--- src/rtl/riscv_pkg.sv ---
// Shared fetch-stage types and constants.
package riscv_pkg;

   typedef enum logic [1:0] {
      IDLE,
      RUN,
      FLUSH
   } fetch_state_t;

   localparam int unsigned INSTR_BYTES      = 4;
   localparam logic [31:0] RESET_PC_DEFAULT = 32'h0000_0000;

endpackage

--- src/rtl/fetch_fifo.sv ---
// Synchronous FIFO with push/pop/flush/count; async active-low reset.
module fetch_fifo #(
   parameter int unsigned DEPTH = 4,
   parameter int unsigned WIDTH = 64
) (
   input  logic                     clk,
   input  logic                     rst_n,
   input  logic                     push,
   input  logic [WIDTH-1:0]         push_data,
   input  logic                     pop,
   input  logic                     flush,
   output logic [WIDTH-1:0]         head_data,
   output logic [$clog2(DEPTH):0]   count,
   output logic                     full,
   output logic                     empty
);

   localparam int unsigned AW = $clog2(DEPTH);
   localparam int unsigned CW = AW + 1;

   logic [WIDTH-1:0] mem [DEPTH];
   logic [AW-1:0]    rd_ptr, wr_ptr;
   logic             do_push, do_pop;

   assign full      = (count == CW'(DEPTH));
   assign empty     = (count == '0);
   assign do_pop    = pop && !empty;
   // A pop frees the slot in the same cycle, so push-while-full is accepted with it.
   assign do_push   = push && (!full || do_pop);
   assign head_data = mem[rd_ptr];

   always_ff @(posedge clk or negedge rst_n) begin
      if (!rst_n) begin
         for (int unsigned i = 0; i < DEPTH; i++) mem[i] <= '0;
         rd_ptr <= '0;
         wr_ptr <= '0;
         count  <= '0;
      end else if (flush) begin
         rd_ptr <= '0;
         wr_ptr <= '0;
         count  <= '0;
      end else begin
         if (do_push) begin
            mem[wr_ptr] <= push_data;
            wr_ptr      <= wr_ptr + AW'(1);
         end
         if (do_pop) rd_ptr <= rd_ptr + AW'(1);
         case ({do_push, do_pop})
            2'b10:   count <= count + CW'(1);
            2'b01:   count <= count - CW'(1);
            default: count <= count;
         endcase
      end
   end

endmodule

--- src/rtl/fetch_unit.sv ---
// Instruction fetch stage: PC issue, in-order PC queue, prefetch buffer, redirect flush.
// Optional FETCH_PERF_COUNT_EN adds RedirectCount/DropCount outputs.
module fetch_unit
   import riscv_pkg::*;
#(
   parameter int unsigned           DATA_WIDTH = 32,
   parameter int unsigned           DEPTH      = 4,
   parameter logic [DATA_WIDTH-1:0] RESET_PC   = DATA_WIDTH'(RESET_PC_DEFAULT)
) (
   input  logic                     CLK,
   input  logic                     RST,
   output logic                     IMemReq,
   output logic [DATA_WIDTH-1:0]    IMemAddr,
   input  logic                     IMemRValid,
   input  logic [DATA_WIDTH-1:0]    IMemRData,
   output logic                     InstrValid,
   input  logic                     InstrReady,
   output logic [DATA_WIDTH-1:0]    Instr,
   output logic [DATA_WIDTH-1:0]    InstrPC,
   input  logic                     Redirect,
   input  logic [DATA_WIDTH-1:0]    RedirectPC,
   output logic [$clog2(DEPTH):0]   Occupancy
`ifdef FETCH_PERF_COUNT_EN
   ,
   output logic [31:0]              RedirectCount,
   output logic [31:0]              DropCount
`endif
);

   localparam int unsigned CW = $clog2(DEPTH) + 1;

   fetch_state_t            state, state_nxt;
   logic [DATA_WIDTH-1:0]   fetch_pc, fetch_pc_nxt, redirect_pc, pcq_head;
   logic [CW-1:0]           drop, drop_nxt, pcq_count, dq_count;
   logic [CW:0]             credit_used;
   logic [2*DATA_WIDTH-1:0] dq_head;
   logic                    pcq_full, pcq_empty, dq_full, dq_empty;
   logic                    issue, accept, pop_head, pcq_pop;

   assign redirect_pc = RedirectPC & ~DATA_WIDTH'(INSTR_BYTES - 1);
   // Credit covers both in-flight requests and buffered words, so responses never overflow.
   assign credit_used = {1'b0, pcq_count} + {1'b0, dq_count};
   assign issue       = (state == RUN) && !Redirect && !pcq_full && (credit_used < (CW+1)'(DEPTH));
   assign accept      = IMemRValid && (state == RUN) && !Redirect;
   assign pcq_pop     = IMemRValid && (state == RUN);
   assign InstrValid  = !dq_empty && !Redirect;
   assign pop_head    = InstrValid && InstrReady;

   assign IMemReq          = issue;
   assign IMemAddr         = fetch_pc;
   assign {InstrPC, Instr} = dq_head;
   assign Occupancy        = dq_count;

   fetch_fifo #(.DEPTH(DEPTH), .WIDTH(DATA_WIDTH)) u_pcq (
      .clk(CLK), .rst_n(RST), .push(issue), .push_data(fetch_pc), .pop(pcq_pop),
      .flush(Redirect), .head_data(pcq_head), .count(pcq_count), .full(pcq_full), .empty(pcq_empty)
   );

   fetch_fifo #(.DEPTH(DEPTH), .WIDTH(2*DATA_WIDTH)) u_dq (
      .clk(CLK), .rst_n(RST), .push(accept), .push_data({pcq_head, IMemRData}), .pop(pop_head),
      .flush(Redirect), .head_data(dq_head), .count(dq_count), .full(dq_full), .empty(dq_empty)
   );

   always_ff @(posedge CLK or negedge RST) begin
      if (!RST) begin
         state    <= IDLE;
         fetch_pc <= RESET_PC;
         drop     <= '0;
      end else begin
         state    <= state_nxt;
         fetch_pc <= fetch_pc_nxt;
         drop     <= drop_nxt;
      end
   end

   always_comb begin
      state_nxt    = state;
      fetch_pc_nxt = fetch_pc;
      drop_nxt     = drop;
      case (state)
         IDLE: begin
            state_nxt = RUN;
            if (Redirect) fetch_pc_nxt = redirect_pc;
         end
         RUN: begin
            if (Redirect) begin
               fetch_pc_nxt = redirect_pc;
               // The PC queue is flushed; in-flight responses are tracked by drop instead.
               drop_nxt     = pcq_count - CW'(IMemRValid);
               if (drop_nxt != '0) state_nxt = FLUSH;
            end else if (issue) begin
               fetch_pc_nxt = fetch_pc + DATA_WIDTH'(INSTR_BYTES);
            end
         end
         FLUSH: begin
            if (Redirect) fetch_pc_nxt = redirect_pc;
            if (IMemRValid) begin
               drop_nxt = drop - CW'(1);
               if (drop == CW'(1)) state_nxt = RUN;
            end
         end
         default: state_nxt = IDLE;
      endcase
   end

`ifdef FETCH_PERF_COUNT_EN
   always_ff @(posedge CLK or negedge RST) begin
      if (!RST) begin
         RedirectCount <= '0;
         DropCount     <= '0;
      end else begin
         if (Redirect && (RedirectCount != '1)) RedirectCount <= RedirectCount + 32'd1;
         if (IMemRValid && !accept && (DropCount != '1)) DropCount <= DropCount + 32'd1;
      end
   end
`endif

   a_no_overflow: assert property (@(posedge CLK) disable iff (!RST)
      !(accept && dq_full && !pop_head));
   a_no_orphan: assert property (@(posedge CLK) disable iff (!RST)
      IMemRValid |-> ((state == FLUSH) ? (drop != '0) : !pcq_empty));

endmodule

--- config.mk ---
export PLATFORM = sky130hd
export DESIGN_NAME = fetch_unit
export DESIGN_NICKNAME = d
export VERILOG_FILES = /design/src/rtl/riscv_pkg.sv /design/src/rtl/fetch_fifo.sv /design/src/rtl/fetch_unit.sv
export SDC_FILE = /design/constraint.sdc
export NUM_CORES = 1
export LEC_CHECK = 0
export CORE_MARGIN = 2
export CORE_UTILIZATION = 50
export CTS_CLUSTER_SIZE = 24
export DETAILED_ROUTE_END_ITERATION = 12
export PLACE_DENSITY_LB_ADDON = 0.15
export SLEW_MARGIN = 10
export SYNTH_ARGS = -nofsm -noshare
export SYNTH_HDL_FRONTEND = slang
export SYNTH_SLANG_ARGS = --single-unit
--- constraint.sdc ---
create_clock -name CLK -period 3.8 [get_ports CLK]
set_input_delay 0.95 -clock CLK [delete_from_list [all_inputs] [get_ports CLK]]
set_output_delay 0.95 -clock CLK [all_outputs]
set_load 0.03 [all_outputs]
==> metrics.yaml <==
status: "complete, no violations"
grt_pass1_vias: 12000
skew_ns: 0.0156
hold_viol: 0
synthArstFlopShare_pct: 100
power.internal_mw: 13.4
io_pins: 170
ys_warn_count: 0
dpl.hpwl_um: 26900
detail-route-antenna-nets: 0
setup_ws_ns: 0.147
cts_root_buffer: "clkbuf_16"
synth_flop_cell: "dfrtp_1"
synth_cell_type_count: 68
finalSetupTns_ns: 0
start_util_pct: 50.4
yosysSeqAreaShare_pct: 50.8
power_mw: 20.3
final_cell_area_sq_mm: 0.0238
grt_antenna_before_repair: 0
slew_viol_final: 0
pre_cts_ws_ns: 0.478
worstPathRequired_ns: 2.85
cts.path.max_buffers: 3
core_sq_mm: 0.0407
relSlewSlack_pct: 41.1
drt-wirelength-per-cell_um: 21.4
critPathMaxStageDelay_ns: 0.67
syn_area_per_cell_sq_um: 15.9
synth-seq-cells: 417
dieArea_sq_mm: 0.0427
cts_buffers: 45
grt_max_degree: 112
h-tree-depth: 2
worst_hold_slack_ns: 0.335
finalCritPeriodShare_pct: 96.1
tightest_slew_ns: 0.883
p_seq_share_pct: 37.9
clkTransAtPathRegs_ns: 0.06
fmax_mhz: 274
port_buffers: 163
crit_start: "u_dq.rd_ptr[0]"
gr-usage-all-layers_pct: 20.6
nets: 1525
die_h_um: 207
post-route-util_pct: 58.5
crit_slowest_cell: "clkdlybuf4s50_1"
rsz0062_at_grt: "false"
startpoint_type: "flop"
drcViolationCount: 0
cp_cell_sequence: "buf_12 > mux4_2 > clkdlybuf4s50_1"
path_class: "flop to output port"
maxCapViolations: 0
drt_iter0_drc: 678
cts_resized: 0
clk_latency_ns: 0.56
final_layout_size_suffix_gt1_share_pct: 38.5
via_count: 11400
grt_pass1_wl_um: 68900
combPwrFrac_pct: 40.7
cp-end-kind: "output port"
path_max_fanout: 36
switching_share_pct: 34.1
pwr-share-clk_pct: 21.5
hold_path.class: "input port to asynchronous set/reset pin"
synth_enable_flop_cells: 0
vias_per_cell: 5.67
hold_buffers: 0
rows: 74
grt_remaining_overflow: 0
switchingPower_mw: 6.91
die_x_um: 207
crit_arrival_ns: 2.70
fin_cells: 2002
layout_min_cycle_time_ns: 3.65
reg2regPathDepth: 9
wirelength_um: 42800
timing.rr.start: "u_dq.count[2]"
clock_sinks: 417
peakVddDrop_v: 0.000598
syn_area_sq_mm: 0.0206
p_leak_nw: 10.3
drt-pass1-iter-count: 7
cts_tree: "built"
powerDensity_mw_per_mm2: 852
dpl.cell_count: 1924
place_area_sq_mm: 0.0224
post_cts_buffers: 0
setup_viol: 0
gp_congestion: 0.821
syn-instance-count: 1290
n_antenna_cell: 0
area_delta_synth_final_pct: 15.9
layout make-up:
cell class | count | area [sq um]
Inverter | 9 | 33.8
Clock buffer | 62 | 1270
Timing Repair Buffer | 201 | 2100
Fill cell | 3223 | 16900
Multi-Input combinational cell | 765 | 9110
Sequential cell | 417 | 10400
Tap cell | 532 | 666
Clock inverter | 16 | 188
critical path: cells and delay by family, from the launching register on:
family,cells,cell delay (ns)
flops,1,0.56
buf+inv,2,1.01
mux,1,0.54
kinds of logic (layout without fill, tap and decap cells):
group                    Yosys count  count (layout)  synth area share, %
AND/OR/NAND/NOR                  159             159                 4.47
multiplexers                     465             465                 34.9
AO/OA/AOI/OAI                    112             112                 3.42
buffers and inverters            111             288                 4.98
XOR/XNOR                           8               8                0.341
flip-flops                       417             417                 50.8
adder cells (fa/ha/maj)           17              17                 1.11
other                              1               4               0.0182
registers in the layout (all words and copies together) (netlist names):
register / count
u_pcq.mem: 120
u_dq.wr_ptr: 2
u_pcq.rd_ptr: 2
u_pcq.count: 3
u_dq.count: 3
u_dq.mem: 248
u_dq.rd_ptr: 2
drop: 3
IMemAddr: 30
u_pcq.wr_ptr: 2
state: 2
synth_stat cells, types with 3 or more instances:
| master | n | area [sq um] |
|---|---|---|
| a31oi_1 | 7 | 43.8 |
| buf_1 | 3 | 11.3 |
| ha_1 | 15 | 188 |
| nand2_1 | 34 | 128 |
| nand3b_1 | 4 | 30.0 |
| clkbuf_1 | 23 | 86.3 |
| xor2_1 | 4 | 35.0 |
| and2_4 | 4 | 35.0 |
| inv_1 | 9 | 33.8 |
| mux4_2 | 92 | 2070 |
| mux2i_1 | 3 | 30.0 |
| nand2b_1 | 4 | 25.0 |
| nor3_1 | 8 | 40.0 |
| and4_1 | 3 | 26.3 |
| a21oi_1 | 34 | 170 |
| dfrtp_1 | 417 | 10400 |
| buf_4 | 14 | 105 |
| buf_12 | 28 | 561 |
| nand3_1 | 18 | 90.1 |
| buf_2 | 24 | 120 |
| nor2_1 | 37 | 139 |
| a2bb2oi_1 | 14 | 123 |
| buf_6 | 9 | 101 |
| xnor2_1 | 4 | 35.0 |
| o21ai_0 | 30 | 150 |
| and3_1 | 5 | 31.3 |
| mux2_2 | 95 | 1070 |
| mux2_1 | 35 | 394 |
| nand4_1 | 14 | 87.6 |
| o22ai_1 | 11 | 68.8 |
| mux2_4 | 240 | 3600 |
power groups by stage:
stage / Sequential [mW] / Clock, mW / Combinational [mW]
CTS: 7.68 / 4.49 / 8.36
finish: 7.69 / 4.36 / 8.25
global route: 7.94 / 4.67 / 8.83
floorplan: 7.36 / 0 / 6.05
global placement: 7.62 / 0 / 8.20
detailed placement: 7.70 / 0 / 8.35
cells in the final DEF (no fill, tap or decap), types with 5 or more instances in the layout:
cell type          n
a21oi_1           33
a2bb2oi_1         14
a31oi_1            7
and3_1             5
buf_12            15
buf_4             25
clkbuf_1           9
clkbuf_16         45
clkbuf_8           8
clkdlybuf4s50_1  160
clkinv_2           9
dfrtp_1          413
ha_1              15
inv_1              9
mux2_1            35
mux2_2            95
mux2_4           240
mux4_2            92
nand2_1           34
nand3_1           18
nand4_1           14
nor2_1            37
nor3_1             8
o21ai_0           30
o22ai_1           11
per-layer routing:
metal  vias to the layer above  GRT usage, %  wire length (um)
met5                         -             0                 0
met1                      5945          29.9             20100
met3                        60          3.27              1930
met4                         0          5.78               846
li1                       5071             -                 -
met2                       275          32.6             20000
worst paths after layout:
check / slack (ns) / end
min in group CLK: 0.48 / u_pcq.mem[56]
max: 0.15 / InstrPC[15]
max in group asynchronous: 2.46 / u_pcq.mem[5]
min reg2reg: 0.48 / u_pcq.mem[56]
min: 0.33 / u_dq.mem[5]
max reg2reg: 1.12 / u_pcq.count[2]
Power figures use the tool's default switching activity.
